## config.mk

```make
export PLATFORM = sky130hd
export DESIGN_NAME = rv32m_muldiv_seq_flat
export DESIGN_NICKNAME = d
export VERILOG_FILES = /design/src/rtl/rv32m_muldiv_seq_if.sv /design/src/rtl/rv32m_muldiv_seq.sv /design/src/flat_wrapper.sv
export SDC_FILE = /design/constraint.sdc
export NUM_CORES = 1
export LEC_CHECK = 0
export CAP_MARGIN = 20
export CORE_MARGIN = 5
export CORE_UTILIZATION = 45
export CTS_BUF_LIST = sky130_fd_sc_hd__clkbuf_2 sky130_fd_sc_hd__clkbuf_4 sky130_fd_sc_hd__clkbuf_8
export DETAILED_ROUTE_END_ITERATION = 16
export PLACE_DENSITY = 0.6
export SYNTH_ARGS = -nofsm -noshare
export SYNTH_HDL_FRONTEND = slang
export SYNTH_SLANG_ARGS = --single-unit
```

## constraint.sdc

```tcl
create_clock -name clk -period 5.55 [get_ports clk]
set_input_delay 1.11 -clock clk [delete_from_list [all_inputs] [get_ports clk]]
set_output_delay 1.11 -clock clk [all_outputs]
set_load 0.02 [all_outputs]
```

## src/rtl/rv32m_muldiv_seq_if.sv

```systemverilog
// rv32m_muldiv_seq_if: request/response bundle between the core and the sequential RV32M unit
interface rv32m_muldiv_seq_if #(parameter int XLEN = 32);
  logic            start;
  logic            flush;
  logic [2:0]      op;
  logic [XLEN-1:0] rs1;
  logic [XLEN-1:0] rs2;
  logic            busy;
  logic            stall;
  logic            done;
  logic [XLEN-1:0] result;
  modport master(output start, flush, op, rs1, rs2, input busy, stall, done, result);
  modport slave(input start, flush, op, rs1, rs2, output busy, stall, done, result);
endinterface

```

## src/rtl/rv32m_muldiv_seq.sv

```systemverilog
// rv32m_muldiv_seq: 32-iteration shift-add multiplier / restoring divider for RV32M
module rv32m_muldiv_seq #(
  parameter int XLEN = 32
) (
  input logic              clk,
  input logic              rst_n,
  rv32m_muldiv_seq_if.slave bus
);
  typedef enum logic [1:0] {IDLE, CALC, FIX, DONE} state_t;
  state_t            state_q, state_d;
  logic [5:0]        cnt_q, cnt_d;
  logic [2:0]        op_q, op_d;
  logic [XLEN-1:0]   a_q, a_d, b_q, b_d, hi_q, hi_d, lo_q, lo_d, result_q, result_d;
  logic              sa_q, sa_d, sb_q, sb_d;
  logic              signed_a, signed_b, sa, sb, div_zero, div_ovf, ge;
  logic [XLEN-1:0]   a_mag, b_mag, quo_s, rem_s, fix_res;
  logic [XLEN:0]     msum, dsh, ddiff;
  logic [2*XLEN-1:0] prod_s;
  // MULHU/DIVU/REMU are fully unsigned; MULHSU only keeps rs1 signed
  assign signed_a = !(bus.op == 3'b011 || bus.op == 3'b101 || bus.op == 3'b111);
  assign signed_b = signed_a && bus.op != 3'b010;
  assign sa       = signed_a & bus.rs1[XLEN-1];
  assign sb       = signed_b & bus.rs2[XLEN-1];
  assign a_mag    = sa ? -bus.rs1 : bus.rs1;
  assign b_mag    = sb ? -bus.rs2 : bus.rs2;
  assign div_zero = bus.op[2] && bus.rs2 == '0;
  assign div_ovf  = bus.op[2] && !bus.op[0] && bus.rs1 == {1'b1, {(XLEN-1){1'b0}}} && bus.rs2 == '1;
  assign msum     = {1'b0, hi_q} + (lo_q[0] ? {1'b0, a_q} : '0);
  assign dsh      = {hi_q, lo_q[XLEN-1]};
  assign ddiff    = dsh - {1'b0, b_q};
  assign ge       = !ddiff[XLEN];
  assign prod_s   = (sa_q ^ sb_q) ? -{hi_q, lo_q} : {hi_q, lo_q};
  assign quo_s    = (sa_q ^ sb_q) ? -lo_q : lo_q;
  assign rem_s    = sa_q ? -hi_q : hi_q;
  assign fix_res  = op_q[2] ? (op_q[1] ? rem_s : quo_s)
                  : (op_q[1:0] == 2'b00 ? prod_s[XLEN-1:0] : prod_s[2*XLEN-1:XLEN]);
  always_comb begin
    state_d  = state_q;
    cnt_d    = cnt_q;
    op_d     = op_q;
    a_d      = a_q;
    b_d      = b_q;
    sa_d     = sa_q;
    sb_d     = sb_q;
    hi_d     = hi_q;
    lo_d     = lo_q;
    result_d = result_q;
    if (bus.flush)
      state_d = IDLE;
    else if (state_q == IDLE) begin
      if (bus.start) begin
        op_d    = bus.op;
        a_d     = a_mag;
        b_d     = b_mag;
        sa_d    = sa;
        sb_d    = sb;
        cnt_d   = '0;
        hi_d    = '0;
        lo_d    = bus.op[2] ? a_mag : b_mag;
        state_d = (div_zero || div_ovf) ? DONE : CALC;
        if (div_zero)
          result_d = bus.op[1] ? bus.rs1 : '1;
        else if (div_ovf)
          result_d = bus.op[1] ? '0 : bus.rs1;
      end
    end else if (state_q == CALC) begin
      // hi/lo hold {product} for multiply, {remainder, dividend->quotient} for divide
      hi_d    = op_q[2] ? (ge ? ddiff[XLEN-1:0] : dsh[XLEN-1:0]) : msum[XLEN:1];
      lo_d    = op_q[2] ? {lo_q[XLEN-2:0], ge} : {msum[0], lo_q[XLEN-1:1]};
      cnt_d   = cnt_q + 6'd1;
      state_d = cnt_q == 6'd31 ? FIX : CALC;
    end else if (state_q == FIX) begin
      result_d = fix_res;
      state_d  = DONE;
    end else
      state_d = IDLE;
  end
  always_ff @(posedge clk or negedge rst_n) begin
    if (!rst_n) begin
      state_q  <= IDLE;
      cnt_q    <= '0;
      op_q     <= '0;
      a_q      <= '0;
      b_q      <= '0;
      sa_q     <= 1'b0;
      sb_q     <= 1'b0;
      hi_q     <= '0;
      lo_q     <= '0;
      result_q <= '0;
    end else begin
      state_q  <= state_d;
      cnt_q    <= cnt_d;
      op_q     <= op_d;
      a_q      <= a_d;
      b_q      <= b_d;
      sa_q     <= sa_d;
      sb_q     <= sb_d;
      hi_q     <= hi_d;
      lo_q     <= lo_d;
      result_q <= result_d;
    end
  end
  assign bus.busy   = state_q != IDLE && state_q != DONE;
  assign bus.done   = state_q == DONE;
  assign bus.stall  = (bus.start && state_q == IDLE) || bus.busy;
  assign bus.result = result_q;
endmodule
```

## src/flat_wrapper.sv

```systemverilog
// flat-port wrapper written by rule: the top's interface ports become plain ports
module rv32m_muldiv_seq_flat 
#(
  parameter int XLEN = 32
)
  (clk, rst_n, bus_start, bus_flush, bus_op, bus_rs1, bus_rs2, bus_busy, bus_stall, bus_done, bus_result);
  rv32m_muldiv_seq_if #(.XLEN(XLEN)) bus_i ();
  input logic clk;
  input logic rst_n;
  input wire logic [$bits(bus_i.start)-1:0] bus_start;
  input wire logic [$bits(bus_i.flush)-1:0] bus_flush;
  input wire logic [$bits(bus_i.op)-1:0] bus_op;
  input wire logic [$bits(bus_i.rs1)-1:0] bus_rs1;
  input wire logic [$bits(bus_i.rs2)-1:0] bus_rs2;
  output wire logic [$bits(bus_i.busy)-1:0] bus_busy;
  output wire logic [$bits(bus_i.stall)-1:0] bus_stall;
  output wire logic [$bits(bus_i.done)-1:0] bus_done;
  output wire logic [$bits(bus_i.result)-1:0] bus_result;
  assign bus_i.start = bus_start;
  assign bus_i.flush = bus_flush;
  assign bus_i.op = bus_op;
  assign bus_i.rs1 = bus_rs1;
  assign bus_i.rs2 = bus_rs2;
  assign bus_busy = bus_i.busy;
  assign bus_stall = bus_i.stall;
  assign bus_done = bus_i.done;
  assign bus_result = bus_i.result;
  rv32m_muldiv_seq #(.XLEN(XLEN)) u_core (.clk(clk), .rst_n(rst_n), .bus(bus_i));
endmodule
```

==> results of run 1 <==
==> synth_stat cells, types with 23 or more instances <==
| cell type | count | area [um^2] |
|---|---|---|
| sky130_fd_sc_hd__o21ai_0 | 242 | 1210 |
| sky130_fd_sc_hd__nor3_1 | 61 | 305 |
| sky130_fd_sc_hd__o211ai_1 | 24 | 180 |
| sky130_fd_sc_hd__dfrtp_1 | 173 | 4330 |
| sky130_fd_sc_hd__nand3_1 | 36 | 180 |
| sky130_fd_sc_hd__xnor2_1 | 98 | 858 |
| sky130_fd_sc_hd__inv_1 | 73 | 274 |
| sky130_fd_sc_hd__a31oi_1 | 24 | 150 |
| sky130_fd_sc_hd__mux2i_1 | 47 | 470 |
| sky130_fd_sc_hd__o31ai_1 | 23 | 173 |
| sky130_fd_sc_hd__ha_1 | 74 | 926 |
| sky130_fd_sc_hd__and2_1 | 41 | 257 |
| sky130_fd_sc_hd__nand2_1 | 225 | 845 |
| sky130_fd_sc_hd__a21oi_1 | 180 | 901 |
| sky130_fd_sc_hd__xor2_1 | 95 | 832 |
| sky130_fd_sc_hd__nor2_1 | 170 | 638 |
| sky130_fd_sc_hd__a21o_1 | 29 | 218 |
| sky130_fd_sc_hd__clkbuf_1 | 127 | 477 |
==> layer usage <==
layer | GRT usage, % | vias to the layer above | wire [um] | share of wire [%]
met3 | 7.20 | 132 | 5900 | 8.5
met2 | 51.0 | 838 | 30200 | 43
met4 | 12.5 | 2 | 2850 | 4.1
li1 | - | 7738 | - | -
met5 | 0 | - | 14 | 0.020
met1 | 49.6 | 8211 | 30700 | 44
==> tightest hold or removal path, cell delays in order (launching register included) <==
cell and delay, ns:
sky130_fd_sc_hd__dfrtp_1 0.35, sky130_fd_sc_hd__nand2_1 0.04, sky130_fd_sc_hd__o21ai_0 0.06
==> sequential cells by signal, indices dropped and copies added (netlist names) <==
register,cells
u_core.cnt_q,6
u_core.b_q,32
u_core.lo_q,32
u_core.sa_q,1
u_core.sb_q,1
u_core.op_q,3
u_core.state_q,2
u_core.bus.result,32
u_core.a_q,32
u_core.hi_q,32
==> area by class of cell <==
type,instances,area (um^2),area share [%]
sequential,173,4330,23.9
multi-input combinational,1728,11000,61.0
tap,461,577,3.18
inverter,73,274,1.51
clock inverter,13,180,0.994
timing repair buffer,159,1460,8.03
clock buffer,19,255,1.41
==> kinds of logic (layout without fill, tap and decap cells) <==
kind of cell    after synthesis  in the layout  synth area share [%]
xor+xnor                    193            193                  10.4
fa+ha+maj                    77             77                  6.02
mux                          60             60                  3.81
compound gates              704            704                  26.8
flops                       173            173                  26.7
buf+inv                     226            264                  5.43
simple gates                694            694                  20.7
==> layout by cell type, fill, tap and decap left out, types with 20 or more instances in the layout <==
| cell type | netlist | layout |
|---|---|---|
| sky130_fd_sc_hd__and2_1 | 41 | 41 |
| sky130_fd_sc_hd__nor2_1 | 170 | 167 |
| sky130_fd_sc_hd__xnor2_1 | 98 | 97 |
| sky130_fd_sc_hd__nand2_1 | 225 | 225 |
| sky130_fd_sc_hd__and3_1 | 22 | 22 |
| sky130_fd_sc_hd__o211ai_1 | 24 | 24 |
| sky130_fd_sc_hd__a21o_1 | 29 | 29 |
| sky130_fd_sc_hd__a211oi_1 | 20 | 20 |
| sky130_fd_sc_hd__nand4_1 | 22 | 22 |
| sky130_fd_sc_hd__buf_4 | 1 | 54 |
| sky130_fd_sc_hd__o31ai_1 | 23 | 23 |
| sky130_fd_sc_hd__nor3_1 | 61 | 60 |
| sky130_fd_sc_hd__nand3_1 | 36 | 36 |
| sky130_fd_sc_hd__xor2_1 | 95 | 94 |
| sky130_fd_sc_hd__a31oi_1 | 24 | 24 |
| sky130_fd_sc_hd__ha_1 | 74 | 73 |
| sky130_fd_sc_hd__inv_1 | 73 | 73 |
| sky130_fd_sc_hd__mux2i_1 | 47 | 47 |
| sky130_fd_sc_hd__clkdlybuf4s50_1 | 0 | 103 |
| sky130_fd_sc_hd__a21oi_1 | 180 | 180 |
| sky130_fd_sc_hd__dfrtp_1 | 173 | 172 |
| sky130_fd_sc_hd__o21ai_0 | 242 | 242 |
==> where the power goes <==
group | switching (W) | leakage (nW) | total (W) | internal [W]
sequential | 0.000845 | 2.17 | 0.00266 | 0.00181
clock | 0.000565 | 0.215 | 0.00104 | 0.000474
combinational | 0.00558 | 5.23 | 0.00886 | 0.00328
total | 0.00699 | 7.61 | 0.0126 | 0.00557
==> final timing paths <==
path	from	endpoint	slack [ns]	depth (start not counted)
max	bus_rs2[0]	u_core.bus.result[4]	0.84	12
min	u_core.a_q[27]	u_core.a_q[27]	0.49	2
max reg2reg	u_core.lo_q[31]	u_core.hi_q[29]	1.26	14
min reg2reg	u_core.a_q[27]	u_core.a_q[27]	0.49	2
max in group asynchronous	rst_n	u_core.op_q[2]	3.70	2
min in group asynchronous	rst_n	u_core.hi_q[20]	0.70	1
==> metrics by stage <==
stage / cells / area, um^2 / setup slack [ns]
5_1_grt: 2626 / 18100 / 0.578
6_report: 2626 / 18100 / 0.841
3_5_place_dp: 2594 / 17700 / 0.399
2_1_floorplan: 2127 / 16200 / 1.62
3_3_place_gp: 2594 / 17700 / 0.509
4_1_cts: 2626 / 18100 / 0.937
==> flow_metrics.tcl, run 1 <==
set metrics [dict create \
    final_total_negative_setup_slack_ns 0 \
    total_leakage_power_nw 7.61 \
    drt_wl_total_um 69700 \
    cts-hold-fix-buffers 0 \
    grt_start_max_net_pins 112 \
    hold_ws_ns 0.486 \
    via_count_of_the_first_global_routing_pass 15700 \
    maximum_vdd_drop_uv 512 \
    critical_path.endpoint_type "flip-flop" \
    die-area_um2 39900 \
    ys_dominant_reg_cell "sky130_fd_sc_hd__dfrtp_1" \
    coreArea_um2 35600 \
    finClkSkew_ns 0.0204 \
    total_grt_usage_pct 34.4 \
    worstHoldPathType "reg2reg" \
    worst_slew_pin_slew_ns 1.00 \
    fillCellCount 3518 \
    layout-area-overhead-vs-synth_pct 11.8 \
    placementRows 69 \
    antenna_violations_before_repair 1 \
    max-slew-margin-rel_pct 33.0 \
    drt_iter0_drc 1743 \
    cts_tree "done" \
    crit_path_max_fanout 16 \
    report.final.slew_viol_count 0 \
    drt_drc_violations_left 0 \
    cellPowerDensity_nw_per_um2 693 \
    number_of_synthesized_flops_with_an_enable_pin 0 \
    clk_pin_slew_ns 0.10 \
    portBuffers 105 \
    final_net_count 2299 \
    io_pins 106 \
    wire_length_of_the_first_global_routing_pass_um 103000 \
    cells_traversed_along_the_worst_timing_path "clkdlybuf4s50_1, inv_1, ha_1, or4b_1, nor4b_2, nand3_1, or4b_4, nand2_1, buf_4, and2_1, o21ai_0, o221ai_1" \
    worst_case_clock_buffer_depth 2 \
    cpLargestDelayFamily "simple AND/OR/NAND/NOR gates" \
    grt_remaining_overflow 0 \
    finalSetupViolations 0 \
    detailedRoute.firstPassIterationCount 5 \
    buffering_stage_count_on_the_worst_path_with_inverters_included 3 \
    number_of_clock_sinks 173 \
    synth-async-reset-ratio_pct 100 \
    finalHoldViolCount 0 \
    cts.repair_timing.setup_buffer_count 0 \
    largest_stage_delay_on_the_critical_path_ns 0.60 \
    total_power_w 0.0126 \
    crit_arrival_ns 5.12 \
    cts_buffers 17 \
    seq_area_frac_synth_pct 26.7 \
    post_cts_resize_count 0 \
    required_ns 5.97 \
    layout.core_utilization_pct 50.9 \
    route.detailed.wl_per_inst_um 26.5 \
    ctsHtreeMaxLevel 4 \
    max_freq_mhz 212 \
    root_buffer "sky130_fd_sc_hd__clkbuf_8" \
    antennaDiodeCount 0 \
    max_cap_viol_count 0 \
    finalWeightedCongestion 1.00 \
    synth_cell_types 82 \
    drive_gt1_share_pct 6.14 \
    overall_die_width_um 200 \
    finalCriticalPeriod_ns 4.71 \
    slowest_cell_on_crit_path "sky130_fd_sc_hd__or4b_4" \
    route.antenna.remaining_nets 0 \
    place.detailed.hpwl_um 54000 \
    synthesis.area_um2 16200 \
    die_h_um 200 \
    yosys_register_bits 173 \
    worst_skew_pair.late_latency_ns 0.52 \
    start_kind "input port" \
    type_of_the_setup_path_with_the_least_slack "in2reg" \
    routed_via_density 6.44 \
    postSynthNetCount 2274 \
    syn_area_per_cell_um2 7.62 \
    start_util_pct 45.5 \
    yosysWarnings 0 \
    netlist_instances 2127 \
    final_min_period_over_clock_period_pct 84.8 \
    outcome "complete, no violations" \
    num_vias 16900 \
    rsz_0062_raised_after_global_routing "false" \
]
(Power assumes the default switching activity.)
==> run 2: changes to the inputs <==
==> constraint.sdc (replaced) <==
create_clock -name clk -period 4.91 [get_ports clk]
set_input_delay 0.982 -clock clk [delete_from_list [all_inputs] [get_ports clk]]
set_output_delay 0.982 -clock clk [all_outputs]
set_load 0.02 [all_outputs]
==> flow_metrics.tcl, run 2 (synthesized netlist as in run 1, its figures left out) <==
set metrics [dict create \
    outcome "complete, no violations" \
    max_cap_viol_count 0 \
    layout-area-overhead-vs-synth_pct 12.5 \
    rsz_0062_raised_after_global_routing "false" \
    placementRows 69 \
    root_buffer "sky130_fd_sc_hd__clkbuf_8" \
    max_freq_mhz 244 \
    max-slew-margin-rel_pct 31.4 \
    final_min_period_over_clock_period_pct 83.6 \
    finalSetupViolations 0 \
    overall_die_width_um 200 \
    total_grt_usage_pct 33.6 \
    drive_gt1_share_pct 6.44 \
    portBuffers 105 \
    post_cts_resize_count 0 \
    coreArea_um2 35600 \
    wire_length_of_the_first_global_routing_pass_um 101000 \
    cts_tree "done" \
    final_common_cell "sky130_fd_sc_hd__o21ai_0" \
    grt_remaining_overflow 0 \
    required_ns 5.34 \
    final_net_count 2309 \
    start_kind "input port" \
    critPathMostFrequentCell "sky130_fd_sc_hd__or3_1" \
    routed_via_density 6.42 \
    cts_buffers 17 \
    non_filler_instances 2637 \
    maximum_vdd_drop_uv 327 \
    worstHoldPathType "reg2reg" \
    clk_pin_slew_ns 0.11 \
    critical_path.endpoint_type "flip-flop" \
    drt_iter0_drc 1925 \
    cellPowerDensity_nw_per_um2 774 \
    drt_drc_violations_left 0 \
    drt_wl_total_um 68000 \
    die_h_um 200 \
    io_pins 106 \
    number_of_clock_sinks 173 \
    worst_skew_pair.late_latency_ns 0.52 \
    slowest_cell_on_crit_path "sky130_fd_sc_hd__or4_1" \
    finalHoldViolCount 0 \
    antenna_violations_before_repair 1 \
    largest_stage_delay_on_the_critical_path_ns 0.60 \
    dp_cells 2604 \
    ctsHtreeMaxLevel 4 \
    place.detailed.hpwl_um 52800 \
    type_of_the_setup_path_with_the_least_slack "in2reg" \
    total_leakage_power_nw 7.68 \
    crit_arrival_ns 4.53 \
    cpLargestDelayFamily "simple AND/OR/NAND/NOR gates" \
    cts-hold-fix-buffers 0 \
    die-area_um2 39900 \
    finalCriticalPeriod_ns 4.10 \
    route.antenna.remaining_nets 0 \
    layout.cells.most_common_list "sky130_fd_sc_hd__o21ai_0 (242), sky130_fd_sc_hd__nand2_1 (225), sky130_fd_sc_hd__a21oi_1 (180), sky130_fd_sc_hd__dfrtp_1 (172), sky130_fd_sc_hd__nor2_1 (168)" \
    buffering_stage_count_on_the_worst_path_with_inverters_included 1 \
    via_count_of_the_first_global_routing_pass 15800 \
    final_total_negative_setup_slack_ns 0 \
    start_util_pct 45.5 \
    fillCellCount 3529 \
    cts.repair_timing.setup_buffer_count 0 \
    num_vias 16900 \
    cells_traversed_along_the_worst_timing_path "clkdlybuf4s50_1, or4_1, or3_1, or3_1, or4b_4, nand2_1, and2_1, o21ai_0, o221ai_1" \
    worst_slew_pin_slew_ns 1.03 \
    worst_case_clock_buffer_depth 2 \
    finalWeightedCongestion 1.02 \
    grt_start_max_net_pins 111 \
    route.detailed.wl_per_inst_um 25.8 \
    finClkSkew_ns 0.0217 \
    detailedRoute.firstPassIterationCount 8 \
    crit_path_max_fanout 16 \
    report.final.slew_viol_count 0 \
]
[run 2: routing by layer]
| layer | vias to the layer above | GRT usage, % | wire length, um |
|---|---|---|---|
| met5 | - | 0 | 0 |
| met4 | 0 | 12.3 | 2820 |
| met3 | 136 | 5.30 | 5330 |
| met2 | 811 | 49.5 | 29400 |
| met1 | 8195 | 49.8 | 30400 |
| li1 | 7790 | - | - |
[run 2: path summary, 6_finish.rpt]
check                                     start                    end  slack (ns)  cells after the start
max in group asynchronous                 rst_n        u_core.cnt_q[1]        3.37                      2
worst max register to register  u_core.lo_q[10]  u_core.bus.result[29]        0.85                      9
worst min-delay path             u_core.a_q[31]         u_core.a_q[31]        0.48                      2
worst max-delay path                bus_rs2[20]   u_core.bus.result[4]        0.81                      9
worst min register to register   u_core.a_q[31]         u_core.a_q[31]        0.48                      2
min in group asynchronous                 rst_n         u_core.b_q[22]        0.59                      1
[run 2: layout make-up]
cell class,instances,area [um^2],area share (%)
tap,461,577,3.16
inverter,73,274,1.50
multi-input combinational,1728,11000,60.6
sequential,173,4330,23.8
timing repair buffer,169,1580,8.67
clock inverter,14,176,0.968
clock buffer,18,241,1.32
antenna,1,2.50,0.0137
[run 2: through the flow]
step / util [%] / area (um^2) / power, W / setup WS (ns) / hold slack, ns
2_1_floorplan: - / 16200 / 0.00940 / 1.11 / 0.442
3_3_place_gp: 50.1 / 17800 / 0.0126 / 0.367 / 0.457
3_5_place_dp: 50.1 / 17800 / 0.0127 / 0.328 / 0.465
4_1_cts: 51.2 / 18200 / 0.0139 / 0.877 / 0.486
5_1_grt: 51.2 / 18200 / 0.0151 / 0.565 / 0.509
6_report: 51.2 / 18200 / 0.0141 / 0.807 / 0.484
[run 2: report_power, final]
| group | internal, W | total, W | switching, W |
|---|---|---|---|
| Sequential | 0.00205 | 0.00292 | 0.000873 |
| Clock | 0.000479 | 0.00113 | 0.000655 |
| Combinational | 0.00380 | 0.0101 | 0.00625 |
[run 2: worst reg2reg max path: stages, from the launching register on]
cell                       delay [ns]
sky130_fd_sc_hd__dfrtp_1         0.47
sky130_fd_sc_hd__nor4_1          0.59
sky130_fd_sc_hd__nand4b_1        0.47
sky130_fd_sc_hd__or4_4           0.71
sky130_fd_sc_hd__nor4_4          0.54
sky130_fd_sc_hd__nand4_1         0.23
sky130_fd_sc_hd__mux2i_1         0.19
sky130_fd_sc_hd__o22ai_1         0.10
sky130_fd_sc_hd__nor4b_1         0.49
sky130_fd_sc_hd__a311oi_1        0.11
==> run 3: changes to the inputs <==
==> constraint.sdc (replaced) <==
create_clock -name clk -period 4.2 [get_ports clk]
set_input_delay 0.84 -clock clk [delete_from_list [all_inputs] [get_ports clk]]
set_output_delay 0.84 -clock clk [all_outputs]
set_load 0.02 [all_outputs]
==> flow_metrics.tcl, run 3 (synthesized netlist as in run 1, its figures left out) <==
set metrics [dict create \
    worst_slew_pin_slew_ns 1.05 \
    drt_drc_violations_left 0 \
    coreArea_um2 35600 \
    max_cap_viol_count 0 \
    root_buffer "sky130_fd_sc_hd__clkbuf_8" \
    finClkSkew_ns 0.0279 \
    finalWeightedCongestion 1.02 \
    place.detailed.hpwl_um 55400 \
    drive_gt1_share_pct 10.3 \
    grt_start_max_net_pins 106 \
    required_ns 4.60 \
    postLayoutCellArea_um2 19000 \
    via_count_of_the_first_global_routing_pass 16500 \
    final_common_cell "sky130_fd_sc_hd__o21ai_0" \
    place_worst_setup_slack_ns -0.152 \
    total_grt_usage_pct 34.8 \
    worst_skew_pair.late_latency_ns 0.54 \
    dp_cells 2697 \
    routed_via_density 6.38 \
    antennaDiodeCount 0 \
    finalSetupViolations 0 \
    ctsHtreeMaxLevel 4 \
    max_freq_mhz 246 \
    grt_remaining_overflow 0 \
    clk_pin_slew_ns 0.10 \
    io_pins 106 \
    drt_iter0_drc 1944 \
    route.antenna.remaining_nets 0 \
    critical_path.endpoint_type "flip-flop" \
    portBuffers 105 \
    layout-area-overhead-vs-synth_pct 17.0 \
    start_kind "flip-flop" \
    type_of_the_setup_path_with_the_least_slack "reg2reg" \
    crit_path_max_fanout 31 \
    worst_case_clock_buffer_depth 2 \
    wire_length_of_the_first_global_routing_pass_um 105000 \
    total_power_w 0.0170 \
    report.final.slew_viol_count 0 \
    detailedRoute.firstPassIterationCount 9 \
    placementRows 69 \
    cts.repair_timing.setup_buffer_count 0 \
    final_min_period_over_clock_period_pct 96.7 \
    r2r_slack_ns 0.14 \
    finalWorstSetupSlack_ns 0.140 \
    total_leakage_power_nw 8.15 \
    crit_arrival_ns 4.46 \
    dpl_cell_area_um2 18500 \
    finalHoldViolCount 0 \
    cts_buffers 17 \
    finalCriticalPeriod_ns 4.06 \
    antenna_violations_before_repair 1 \
    worstHoldPathType "in2async" \
    maximum_vdd_drop_uv 421 \
    cts_tree "done" \
    route.detailed.wl_per_inst_um 25.8 \
    num_vias 17400 \
    die-area_um2 39900 \
    cellPowerDensity_nw_per_um2 898 \
    rsz_0062_raised_after_global_routing "false" \
    die_h_um 200 \
    layout.cells.most_common_list "sky130_fd_sc_hd__o21ai_0 (242), sky130_fd_sc_hd__nand2_1 (225), sky130_fd_sc_hd__a21oi_1 (180), sky130_fd_sc_hd__dfrtp_1 (172), sky130_fd_sc_hd__nor2_1 (168)" \
    start_util_pct 45.5 \
    non_filler_instances 2729 \
    drt_wl_total_um 70300 \
    overall_die_width_um 200 \
    number_of_clock_sinks 173 \
    final_net_count 2402 \
    max-slew-margin-rel_pct 29.6 \
    outcome "complete, no violations" \
]
==> run 3: critical path, cell delays in order (launching register included) <==
cell and delay (ns):
sky130_fd_sc_hd__dfrtp_1 0.37, sky130_fd_sc_hd__buf_4 0.30, sky130_fd_sc_hd__nand2_1 0.16, sky130_fd_sc_hd__fa_1 0.44, sky130_fd_sc_hd__nand2b_1 0.20, sky130_fd_sc_hd__a21o_1 0.18, sky130_fd_sc_hd__a2111oi_1 0.57, sky130_fd_sc_hd__buf_4 0.25
sky130_fd_sc_hd__o311a_1 0.26, sky130_fd_sc_hd__o21ai_0 0.19, sky130_fd_sc_hd__a211oi_1 0.39, sky130_fd_sc_hd__o22ai_1 0.16, sky130_fd_sc_hd__mux2i_1 0.29, sky130_fd_sc_hd__o211ai_1 0.15
==> run 3: what timing repair did <==
| item | 4_1_cts | 5_1_grt |
|---|---|---|
| hold buffers | 0 | 0 |
| resized for setup | 0 | 1 |
| setup endpoints to repair | 0 | 2 |
==> run 3: layout make-up <==
type	instances	area, um^2
timing repair buffer	262	2330
fill	3529	16600
tap	461	577
multi-input combinational	1728	11000
clock inverter	12	141
sequential	173	4330
clock buffer	20	269
inverter	73	274
==> run 3: routing by layer <==
layer  up-vias  part of all wire, %  global-route usage (%)
met1      8416                   44                    49.5
met2       893                   43                    51.0
met5         -                0.018                       0
met3       167                  8.4                    7.32
met4         2                  5.1                    15.5
li1       7946                    -                       -
==> run 3: final timing paths <==
check                                     from              end  cells past startpoint
worst max register to register  u_core.lo_q[0]  u_core.hi_q[25]                     13
worst max-delay path            u_core.lo_q[0]  u_core.hi_q[25]                     13
max in group asynchronous                rst_n    u_core.a_q[3]                      2
min in group clk                u_core.a_q[22]   u_core.a_q[22]                      2
worst min register to register  u_core.a_q[22]   u_core.a_q[22]                      2
worst min-delay path                     rst_n  u_core.hi_q[19]                      1
==> run 3: per-stage QoR <==
| stage | TNS, ns | hold slack (ns) | util (%) |
|---|---|---|---|
| floorplan | 0 | 0.442 | - |
| global placement | -0.169 | 0.458 | 52.1 |
| detailed placement | -1.64 | 0.465 | 52.1 |
| CTS | 0 | 0.193 | 53.3 |
| global route | 0 | 0.204 | 53.3 |
| finish | 0 | 0.195 | 53.3 |
==> run 3: where the power goes <==
part           internal (W)  switching (W)  leakage (nW)
combinational       0.00472        0.00771          5.76
sequential          0.00240       0.000891          2.17
clock              0.000535       0.000761         0.211
total               0.00766        0.00936          8.15
